`src/rtl/spi_master.sv`:
```
// SPI mode-0 initiator: shifts one nbits word out on mosi (MSB first) while capturing miso, framed by cs.
// Optional macro SPI_MASTER_PARITY_EN builds a registered XOR of the captured word on rx_parity.
module spi_master #(
   parameter int nbits    = 34,
   parameter int CLK_HALF = 4,
   parameter int CNT_W    = $clog2(nbits+1),
   parameter int DIV_W    = $clog2(CLK_HALF+1)
) (
   input  logic             clk,
   input  logic             reset,
   input  logic             recv_val,
   input  logic [nbits-1:0] recv_msg,
   output logic             recv_rdy,
   output logic             send_val,
   output logic [nbits-1:0] send_msg,
   input  logic             send_rdy,
   output logic             sclk,
   output logic             cs,
   output logic             mosi,
   input  logic             miso,
   output logic             rx_parity
);

   typedef enum logic [2:0] {IDLE, SETUP, HIGH, LOW, HOLD, DONE} state_e;

   state_e           state_q, state_d;
   logic [DIV_W-1:0] div_q, div_d;
   logic [CNT_W-1:0] cnt_q, cnt_d;
   logic [nbits-1:0] tx_q, tx_d, rx_q, rx_d, smsg_q, smsg_d;
   logic             cs_q, cs_d, sclk_q, sclk_d, mosi_q, mosi_d;
   logic             rdy_q, rdy_d, sval_q, sval_d;
   logic             phase_end, accept, handshake, done_entry;

   assign phase_end  = (div_q == DIV_W'(CLK_HALF-1));
   assign accept     = (state_q == IDLE) && recv_val && rdy_q;
   assign handshake  = (state_q == DONE) && sval_q && send_rdy;
   assign done_entry = (state_q == HOLD) && (state_d == DONE);

   always_ff @(posedge clk) begin
      if (reset) begin
         state_q <= IDLE;
         div_q   <= '0;
         cnt_q   <= '0;
         tx_q    <= '0;
         rx_q    <= '0;
         smsg_q  <= '0;
         cs_q    <= 1'b1;
         sclk_q  <= 1'b0;
         mosi_q  <= 1'b0;
         rdy_q   <= 1'b1;
         sval_q  <= 1'b0;
      end else begin
         state_q <= state_d;
         div_q   <= div_d;
         cnt_q   <= cnt_d;
         tx_q    <= tx_d;
         rx_q    <= rx_d;
         smsg_q  <= smsg_d;
         cs_q    <= cs_d;
         sclk_q  <= sclk_d;
         mosi_q  <= mosi_d;
         rdy_q   <= rdy_d;
         sval_q  <= sval_d;
      end
   end

   always_comb begin
      state_d = state_q;
      unique case (state_q)
         IDLE:    if (accept)    state_d = SETUP;
         SETUP:   if (phase_end) state_d = HIGH;
         HIGH:    if (phase_end) state_d = (cnt_q == CNT_W'(1)) ? HOLD : LOW;
         LOW:     if (phase_end) state_d = HIGH;
         HOLD:    if (phase_end) state_d = DONE;
         DONE:    if (handshake) state_d = IDLE;
         default: state_d = IDLE;
      endcase
   end

   always_comb begin
      div_d  = div_q + DIV_W'(1);
      cnt_d  = cnt_q;
      tx_d   = tx_q;
      rx_d   = rx_q;
      smsg_d = smsg_q;
      if (state_d != state_q || state_q == IDLE || state_q == DONE)
         div_d = '0;
      if (accept) begin
         tx_d  = recv_msg;
         cnt_d = CNT_W'(nbits);
         rx_d  = '0;
      end
      // miso is taken on the last HIGH cycle, well after the minion's setup
      if (state_q == HIGH && phase_end) begin
         rx_d  = {rx_q[nbits-2:0], miso};
         cnt_d = cnt_q - CNT_W'(1);
      end
      if (state_q == HIGH && state_d == LOW)
         tx_d = {tx_q[nbits-2:0], 1'b0};
      if (done_entry)
         smsg_d = rx_q;
      cs_d   = !(state_d inside {SETUP, HIGH, LOW, HOLD});
      sclk_d = (state_d == HIGH);
      mosi_d = tx_d[nbits-1];
      rdy_d  = (state_d == IDLE);
      // send_val follows DONE by one cycle and drops on the edge that takes the word
      sval_d = (state_q == DONE) && !handshake;
   end

   assign recv_rdy = rdy_q;
   assign send_val = sval_q;
   assign send_msg = smsg_q;
   assign sclk     = sclk_q;
   assign cs       = cs_q;
   assign mosi     = mosi_q;

`ifdef SPI_MASTER_PARITY_EN
   logic par_q;
   always_ff @(posedge clk) begin
      if (reset)           par_q <= 1'b0;
      else if (done_entry) par_q <= ^rx_q;
   end
   assign rx_parity = par_q;
`else
   assign rx_parity = 1'b0;
`endif

endmodule

```
`config.mk`:
```
export PLATFORM = sky130hd
export DESIGN_NAME = spi_master
export DESIGN_NICKNAME = d
export VERILOG_FILES = /design/src/rtl/spi_master.sv
export SDC_FILE = /design/constraint.sdc
export NUM_CORES = 1
export LEC_CHECK = 0
export ABC_AREA = 1
export CORE_MARGIN = 2
export CORE_UTILIZATION = 53
export DETAILED_ROUTE_END_ITERATION = 8
export GPL_ROUTABILITY_DRIVEN = 0
export GPL_TIMING_DRIVEN = 0
export PLACE_DENSITY = 0.78
export SYNTH_ARGS = -nofsm -noshare
export SYNTH_HDL_FRONTEND = slang
export SYNTH_SLANG_ARGS = --single-unit
```
`constraint.sdc`:
```
create_clock -name clk -period 2 [get_ports clk]
set_clock_uncertainty 0.15 [all_clocks]
set_input_delay 0.2 -clock clk [delete_from_list [all_inputs] [get_ports clk]]
set_output_delay 0.2 -clock clk [all_outputs]
set_load 0.05 [all_outputs]
```
==> metrics.md, run 1 <==
| Metric | Value |
|---|---|
| Row count | `35` |
| Max VDD drop | `0.529 mV` |
| Worst Hold Path Cells | `3` |
| Setup bufs post-CTS | `0` |
| Most frequent cell after synthesis | `nand2_1` |
| Port Buffers | `76` |
| Num Clock Sinks | `118` |
| Final slew viol count | `0` |
| Max-slew headroom | `53.4%` |
| Layout cells sized above 1 | `18.5%` |
| Top cells by area, synth | `dfxtp_1, nand2_1, a21oi_1` |
| Cell variety after synth | `34` |
| Crit. End Element | `primary output` |
| CTS Buf Count | `17` |
| RSZ-0062 raised after global routing | `no` |
| Total Wirelength | `10800 um` |
| Clock latency on the worst-skew pair | `0.52 ns` |
| Number of diodes | `0` |
| Finish-stage setup viols | `0` |
| DR WL/cell | `13.2 um` |
| Fin crit share | `97.7%` |
| CP delay by family, top | `buffers and inverters` |
| Fin. Hold Viols | `0` |
| DIE AREA | `10000 sq um` |
| P_leak | `2.40 nW` |
| Clock Pin Slew Worst Setup and Hold Paths | `0.05 ns` |
| Power Density | `933 nW/um^2` |
| Gr ovfl total | `0` |
| Top-area cell type share of the netlist area | `48.3%` |
| Yosys warning count | `0` |
| Leading area contributor after synthesis | `dfxtp_1` |
| Final TNS setup | `0 ns` |
| Core ar. | `9110 sq um` |
| Post-detail-place hpwl | `7560 um` |
| 1st-pass router iterations | `5` |
| Detail-routed via count per cell | `5.26` |
| GR Util All Layers | `22.8%` |
| Number of global-route vias before repair | `4077` |
| Register area share after synthesis | `48.3%` |
| FF-to-FF setup slack | `0.13 ns` |
| Max-Cap Viols | `0` |
| Commonest cells in the netlist | `nand2_1, dfxtp_1, a21oi_1` |
| Antenna violations before repair | `0` |
| Critical path arrival | `1.60 ns` |
| Achievable Freq | `512 MHz` |
| Worst path depth | `1` |
| Slowest stage cell on the critical path | `clkdlybuf4s50_1` |
| CTS tree | `done` |
| Total power draw | `5.92 mW` |
| Largest net degree at the start of global routing | `17` |
| Final Net Count | `739` |
| Sum of buffers and inverters on the critical path | `1` |
| Worst Max-Slew Pin Slew | `0.700 ns` |
| Syn_nets | `644` |
| Total I/O pin count | `79` |
| CP max FO | `1` |
| Crit start category | `flop` |
| Drt drc | `0` |
| Worst path max stage delay | `0.79 ns` |
| Antenna viol nets, final | `0` |
| Post-Synthesis Cells | `601` |
| Outcome | `finished, final reports clean` |
| Required @ worst endpoint | `1.65 ns` |
| Die W | `100 um` |
| CTS root buf | `clkbuf_8` |
| Syn-to-layout area delta | `29.7%` |
| Total number of vias | `4317` |
| Die Ht | `100 um` |
| Mapped Area | `4890 sq um` |
| Hold Crit Class | `input port to flop` |
| Total number of H-tree levels | `4` |
| Crit path time final | `1.95 ns` |
| Syn avg cell area | `8.14 sq um` |
| Initial core utilization | `53.7%` |
| Top_reg_cell synth | `dfxtp_1` |
| Maximum clock path buffer count | `2` |
| Ys async rst share | `0%` |
| # hold bufs at CTS | `0` |
| First-pass GRT wire length | `18100 um` |
| CP Class | `flop to primary output` |
| Reg2reg path depth | `9` |
| CP cell instances | `clkdlybuf4s50_1` |
| Post-synth EDFFs | `0` |
| Synthesized flop and latch total | `118` |
| DRT iter0 DRCs | `188` |
## worst register-to-register path, delay by kind of cell, from the launching register on
kind / cells / cell delay (ns)
buffers and inverters: 3 / 0.38
AO/OA/AOI/OAI: 1 / 0.20
AND/OR/NAND/NOR: 3 / 0.36
flip-flops: 1 / 0.33
adder cells (fa/ha/maj): 2 / 0.37
## sequential cells by signal (all words and copies together), names as in the netlist, 3 cells and up
name and flops:
tx_q 34, rx_q 34, cnt_q 6, state_q 3, div_q 3, send_msg 34
## where the power goes
part / internal [mW] / switching (mW) / total (mW)
sequential: 2.42 / 0.0403 / 2.46
clock: 1.92 / 1.08 / 3.00
combinational: 0.202 / 0.268 / 0.470
## routing by layer
metal	vias up	wire [um]	global-route usage, %
met5	-	0	0
met4	0	195	9.38
met1	1972	4710	26.2
met2	148	5250	39.0
li1	2176	-	-
met3	21	684	7.45
## per-stage QoR
| stage | util, % | instances | instance area, sq um | worst slack (ns) | hold WS, ns |
|---|---|---|---|---|---|
| floorplan | - | 601 | 4890 | 0.323 | 0.197 |
| finish | 69.7 | 820 | 6350 | 0.0467 | 0.0527 |
| detailed placement | 63.6 | 788 | 5790 | 0.102 | 0.275 |
| global route | 69.7 | 820 | 6350 | 0.00620 | 0.0733 |
| CTS | 69.5 | 820 | 6330 | 0.0148 | 0.0389 |
| global placement | 63.6 | 788 | 5790 | 0.154 | 0.258 |
## cell usage in the layout (no fill, tap or decap), types with 9 or more instances in the layout
master and n:
a21oi_1 76, dfxtp_1 118, clkdlybuf4s50_1 38, a31oi_2 30, buf_2 9, nor2_1 17, nand2_1 199, inv_1 13
dlygate4sd2_1 37, nand3_1 42, clkbuf_16 16, clkbuf_1 12, nand2_2 30
## cells by family (layout without fill, tap and decap cells)
kind of cell | after synthesis | count (layout) | synth area share [%]
AOI/OAI and AO/OA | 119 | 119 | 17.1
xor gates and xnor gates | 1 | 1 | 0.179
adders and majority gates | 4 | 4 | 1.02
buffers and inverters | 59 | 167 | 6.19
DFF | 118 | 118 | 48.3
other | 1 | 1 | 0.0766
and+or+nand+nor | 299 | 299 | 27.2
## worst paths after layout
| path | from | endpoint |
|---|---|---|
| worst min register to register | div_q[0]$_SDFF_PP0_ | div_q[0]$_SDFF_PP0_ |
| worst max register to register | div_q[0]$_SDFF_PP0_ | tx_q[18]$_SDFFE_PP0P_ |
| worst max-delay path | cs$_SDFF_PP1_ | cs |
| worst min-delay path | reset | recv_rdy$_SDFF_PP1_ |
## cell type report
class / count / area (sq um)
Buffer: 40 / 235
Clock buffer: 19 / 432
Clock inverter: 13 / 156
Fill cell: 712 / 2760
Inverter: 19 / 76.3
Multi-Input combinational cell: 424 / 2230
Sequential cell: 118 / 2360
Tap cell: 111 / 139
Timing Repair Buffer: 76 / 717
## what timing repair did
item                       in CTS  in global routing
cloned                          0                  0
setup endpoints to repair      37                 49
resized for setup              37                  9
Note: power is estimated with default switching activity, not from simulation.
==> run 2, diff against run 1 <==
--- a/config.mk
+++ b/config.mk
@@ -6,6 +6,7 @@
 export NUM_CORES = 1
 export LEC_CHECK = 0
 export ABC_AREA = 1
+export CORE_ASPECT_RATIO = 0.7
 export CORE_MARGIN = 2
 export CORE_UTILIZATION = 53
 export DETAILED_ROUTE_END_ITERATION = 8
==> metrics.md, run 2 (synthesized netlist as in run 1, its figures left out) <==
| Metric | Value |
|---|---|
| Outcome | `finished, final reports clean` |
| Num Clock Sinks | `118` |
| Layout Cells excl Fill | `834` |
| Total number of vias | `4358` |
| Antenna violations before repair | `0` |
| Clock latency on the worst-skew pair | `0.41 ns` |
| WL met1 | `5400 um` |
| Antenna viol nets, final | `0` |
| Fin. Hold Viols | `0` |
| Clock Pin Slew Worst Setup and Hold Paths | `0.05 ns` |
| Maximum clock path buffer count | `2` |
| Number of global-route vias before repair | `4261` |
| RSZ-0062 raised after global routing | `no` |
| CP Class | `flop to primary output` |
| Detail-routed via count per cell | `5.23` |
| Most common cell after layout, fill and taps aside | `nand2_1` |
| Critical path arrival | `1.58 ns` |
| Crit. Startpoint | `tx_q[33]$_SDFFE_PP0P_` |
| Fin crit share | `96.4%` |
| Cells after DPL | `801` |
| DR WL/cell | `13.9 um` |
| Number of diodes | `0` |
| Required @ worst endpoint | `1.65 ns` |
| CP max FO | `2` |
| CP cell instances | `clkdlybuf4s50_1` |
| Final Net Count | `740` |
| Hold Crit Class | `input port to flop` |
| Achievable Freq | `519 MHz` |
| Worst Max-Slew Pin Slew | `0.791 ns` |
| DRT iter0 DRCs | `454` |
| Final TNS setup | `0 ns` |
| Die W | `119 um` |
| FF-to-FF Start | `div_q[0]$_SDFF_PP0_` |
| Slowest stage cell on the critical path | `clkdlybuf4s50_1` |
| Row count | `29` |
| Final slew viol count | `0` |
| Max-slew headroom | `47.3%` |
| CP delay by family, top | `buffers and inverters` |
| Sum of buffers and inverters on the critical path | `1` |
| Most frequent cells in the layout | `nand2_1, dfxtp_1, a21oi_1, clkdlybuf4s50_1, nand3_1` |
| Core ar. | `9030 sq um` |
| Max VDD drop | `0.575 mV` |
| Largest net degree at the start of global routing | `17` |
| Crit. End Element | `primary output` |
| P_leak | `2.20 nW` |
| First-pass GRT wire length | `19800 um` |
| Post-detail-place hpwl | `7940 um` |
| 1st-pass router iterations | `7` |
| FF-to-FF setup slack | `0.11 ns` |
| Worst path depth | `1` |
| Syn-to-layout area delta | `30.1%` |
| Highest metal used | `met4` |
| Worst path max stage delay | `0.81 ns` |
| Fin Hold WS | `0.164 ns` |
| Met3 wire length | `669 um` |
| Total number of H-tree levels | `4` |
| Finished Core Util | `70.5%` |
| # hold bufs at CTS | `0` |
| Gr ovfl total | `0` |
| Max-Cap Viols | `0` |
| Initial core utilization | `54.2%` |
| Worst R2R End | `tx_q[31]$_SDFFE_PP0P_` |
| GR Util All Layers | `24.5%` |
| Finish-stage setup viols | `0` |
| Reg2reg path depth | `9` |
| Critical Path Sink | `mosi` |
| Drt drc | `0` |
| Routed length on met2 | `5310 um` |
| CTS tree | `done` |
| Power Density | `890 nW/um^2` |
| CTS Buf Count | `17` |
| Port Buffers | `76` |
| DIE AREA | `10000 sq um` |
| Layout cells sized above 1 | `18.3%` |
| Total I/O pin count | `79` |
| Die Ht | `84.4 um` |
| Crit path time final | `1.93 ns` |
| Crit start category | `flop` |
| CTS root buf | `clkbuf_16` |
| Total Wirelength | `11600 um` |
run 2: cell types whose count changed in the layout (fill, tap and decap cells not counted), moves of 3 or more:
cell	previous run	this run
clkdlybuf4s50_1	38	76
bufinv_16	3	0
dlygate4sd2_1	37	0
clkinv_2	4	7
clkinvlp_4	5	1
run 2: worst min-delay path, delay by kind of cell:
family	cells	cell delay, ns
AND/OR/NAND/NOR	1	0.10
buffers and inverters	2	0.39
run 2: layout make-up:
cell class                 count  area, sq um
inverter                      19         76.3
clock buffer                  23          488
clock inverter                 9         51.3
multi-input combinational    424         2230
fill                         680         2670
timing repair buffer          77          768
tap                          124          155
buffer                        40          235
sequential                   118         2360
run 2: stage by stage:
step           total power [mW]  setup WS (ns)  area (sq um)
2_1_floorplan              2.82          0.323          4890
3_3_place_gp               2.96          0.110          5810
3_5_place_dp               2.98         0.0500          5810
4_1_cts                    5.70         0.0269          6350
5_1_grt                    5.86        0.00501          6370
6_report                   5.67         0.0729          6370
run 2: timing repair:
item	CTS	global route
endpoints found under the setup margin	0	84
resized for setup	0	6
buffers inserted	0	1
run 2: report_power, final:
part           switching (mW)  leakage [nW]  internal [mW]
logic                   0.278         0.976          0.205
clock network            1.04         0.272           1.70
registers              0.0382         0.956           2.42
total                    1.35          2.20           4.32
run 2: worst min-delay path by stage:
stage / startpoint / endpoint / depth (start not counted)
final: reset / recv_rdy$_SDFF_PP1_ / 3
after global routing: reset / recv_rdy$_SDFF_PP1_ / 3
after CTS: reset / recv_rdy$_SDFF_PP1_ / 3
after detailed placement: div_q[0]$_SDFF_PP0_ / div_q[0]$_SDFF_PP0_ / 1
after global placement: div_q[0]$_SDFF_PP0_ / div_q[0]$_SDFF_PP0_ / 1
after floorplan: miso / rx_q[0]$_SDFFE_PP0P_ / 2
run 2: layer usage:
layer,global-route usage [%],up-vias
met1,32.5,2020
met5,0,-
met4,9.42,0
li1,-,2177
met3,5.84,24
met2,39.0,137
==> run 3, diff against run 2 <==
--- a/config.mk
+++ b/config.mk
@@ -9,6 +9,7 @@
 export CORE_ASPECT_RATIO = 0.7
 export CORE_MARGIN = 2
 export CORE_UTILIZATION = 53
+export CTS_BUF_LIST = sky130_fd_sc_hd__clkbuf_8 sky130_fd_sc_hd__clkbuf_16
 export DETAILED_ROUTE_END_ITERATION = 8
 export GPL_ROUTABILITY_DRIVEN = 0
 export GPL_TIMING_DRIVEN = 0
==> metrics.md, run 3 (synthesized netlist as in run 1, its figures left out) <==
| Metric | Value |
|---|---|
| Port Buffers | `76` |
| Fin crit share | `96.4%` |
| Finish-stage setup viols | `0` |
| Worst path depth | `1` |
| Total I/O pin count | `79` |
| CP cell instances | `clkdlybuf4s50_1` |
| P_leak | `2.21 nW` |
| Crit. End Element | `primary output` |
| Largest net degree at the start of global routing | `17` |
| Total Wirelength | `11600 um` |
| Die Ht | `84.4 um` |
| Clock Pin Slew Worst Setup and Hold Paths | `0.05 ns` |
| Clock latency on the worst-skew pair | `0.41 ns` |
| DR WL/cell | `13.9 um` |
| CP Class | `flop to primary output` |
| Most frequent cells in the layout | `nand2_1, dfxtp_1, a21oi_1, clkdlybuf4s50_1, nand3_1` |
| Comb pwr share | `8.5%` |
| Final slew viol count | `0` |
| Detail-routed via count per cell | `5.25` |
| DIE AREA | `10000 sq um` |
| Fin. Hold Viols | `0` |
| Clk network pwr share | `48.1%` |
| CP max FO | `2` |
| Maximum clock path buffer count | `2` |
| CTS Buf Count | `17` |
| Max-slew headroom | `47.4%` |
| Setup slack after layout | `0.0721 ns` |
| GR Util All Layers | `24.5%` |
| Switching part of the total power | `23.9%` |
| Required @ worst endpoint | `1.65 ns` |
| Total power draw | `5.66 mW` |
| Achievable Freq | `519 MHz` |
| Number of diodes | `0` |
| Worst R2R End | `tx_q[31]$_SDFFE_PP0P_` |
| Net switching power | `1.36 mW` |
| Drt drc | `0` |
| Antenna violations before repair | `0` |
| Die W | `119 um` |
| CP delay by family, top | `buffers and inverters` |
| DRT iter0 DRCs | `454` |
| Final TNS setup | `0 ns` |
| Pre-CTS worst setup slack | `0.0500 ns` |
| FF-to-FF setup slack | `0.11 ns` |
| Critical Path Sink | `mosi` |
| Critical path arrival | `1.58 ns` |
| Crit. Startpoint | `tx_q[33]$_SDFFE_PP0P_` |
| # hold bufs at CTS | `0` |
| Outcome | `finished, final reports clean` |
| Total number of vias | `4375` |
| P_int | `4.31 mW` |
| Finished Core Util | `70.5%` |
| RSZ-0062 raised after global routing | `no` |
| CTS tree | `done` |
| Hold Crit Class | `input port to flop` |
| Num Clock Sinks | `118` |
| FF-to-FF Start | `div_q[0]$_SDFF_PP0_` |
| Crit start category | `flop` |
| Crit path time final | `1.93 ns` |
| Final Net Count | `740` |
| Power Density | `889 nW/um^2` |
| Slowest stage cell on the critical path | `clkdlybuf4s50_1` |
| Max VDD drop | `0.574 mV` |
| Gr ovfl total | `0` |
| CTS root buf | `clkbuf_16` |
| Row count | `29` |
| First-pass GRT wire length | `19800 um` |
| 1st-pass router iterations | `5` |
| Number of global-route vias before repair | `4261` |
| Initial core utilization | `54.2%` |
| Syn-to-layout area delta | `30.1%` |
| Most common cell after layout, fill and taps aside | `nand2_1` |
| Antenna viol nets, final | `0` |
| Fin Hold WS | `0.165 ns` |
| Core ar. | `9030 sq um` |
| Total number of H-tree levels | `4` |
| Max-Cap Viols | `0` |
| Worst path max stage delay | `0.81 ns` |
| Worst Max-Slew Pin Slew | `0.790 ns` |
| Sequential power share | `43.4%` |
| Post-detail-place hpwl | `7940 um` |
| Sum of buffers and inverters on the critical path | `1` |
| Layout cells sized above 1 | `18.3%` |
| Reg2reg path depth | `9` |
run 3: per-layer routing:
metal | up-vias | global-route usage, % | share of wire [%]
li1 | 2178 | - | -
met1 | 2042 | 32.5 | 46
met2 | 136 | 39.0 | 46
met3 | 19 | 5.84 | 5.9
met4 | 0 | 9.42 | 1.6
met5 | - | 0 | 0
run 3: cell type report:
type / instances / area (sq um)
fill: 680 / 2670
sequential: 118 / 2360
multi-input combinational: 424 / 2230
timing repair buffer: 77 / 768
clock buffer: 21 / 480
buffer: 40 / 235
tap: 124 / 155
inverter: 19 / 76.3
clock inverter: 11 / 58.8
run 3: metrics by stage:
| step | std cells | area, sq um |
|---|---|---|
| floorplan | 601 | 4890 |
| global placement | 801 | 5810 |
| detailed placement | 801 | 5810 |
| CTS | 833 | 6350 |
| global route | 834 | 6370 |
| finish | 834 | 6370 |
run 3: timing repair:
item	CTS	global route
endpoints found under the setup margin	0	84
resized for setup	0	6
setup buffers	0	1
run 3: how the worst min path moves through the flow:
stage / cells after the start / end / from
after floorplan: 2 / rx_q[0]$_SDFFE_PP0P_ / miso
after global placement: 1 / div_q[0]$_SDFF_PP0_ / div_q[0]$_SDFF_PP0_
after detailed placement: 1 / div_q[0]$_SDFF_PP0_ / div_q[0]$_SDFF_PP0_
after CTS: 3 / recv_rdy$_SDFF_PP1_ / reset
after global routing: 3 / recv_rdy$_SDFF_PP1_ / reset
final: 3 / recv_rdy$_SDFF_PP1_ / reset
run 3: worst min-delay path, cell delays in order:
cell and delay [ns]:
buf_2 0.21, inv_1 0.19, nand2_1 0.10
run 3: power groups by stage:
stage	Clock [mW]	Combinational, mW	Sequential (mW)
after floorplan	0	0.304	2.52
after global placement	0	0.464	2.50
after detailed placement	0	0.478	2.50
after CTS	2.75	0.485	2.45
after global routing	2.86	0.524	2.46
final	2.72	0.482	2.46
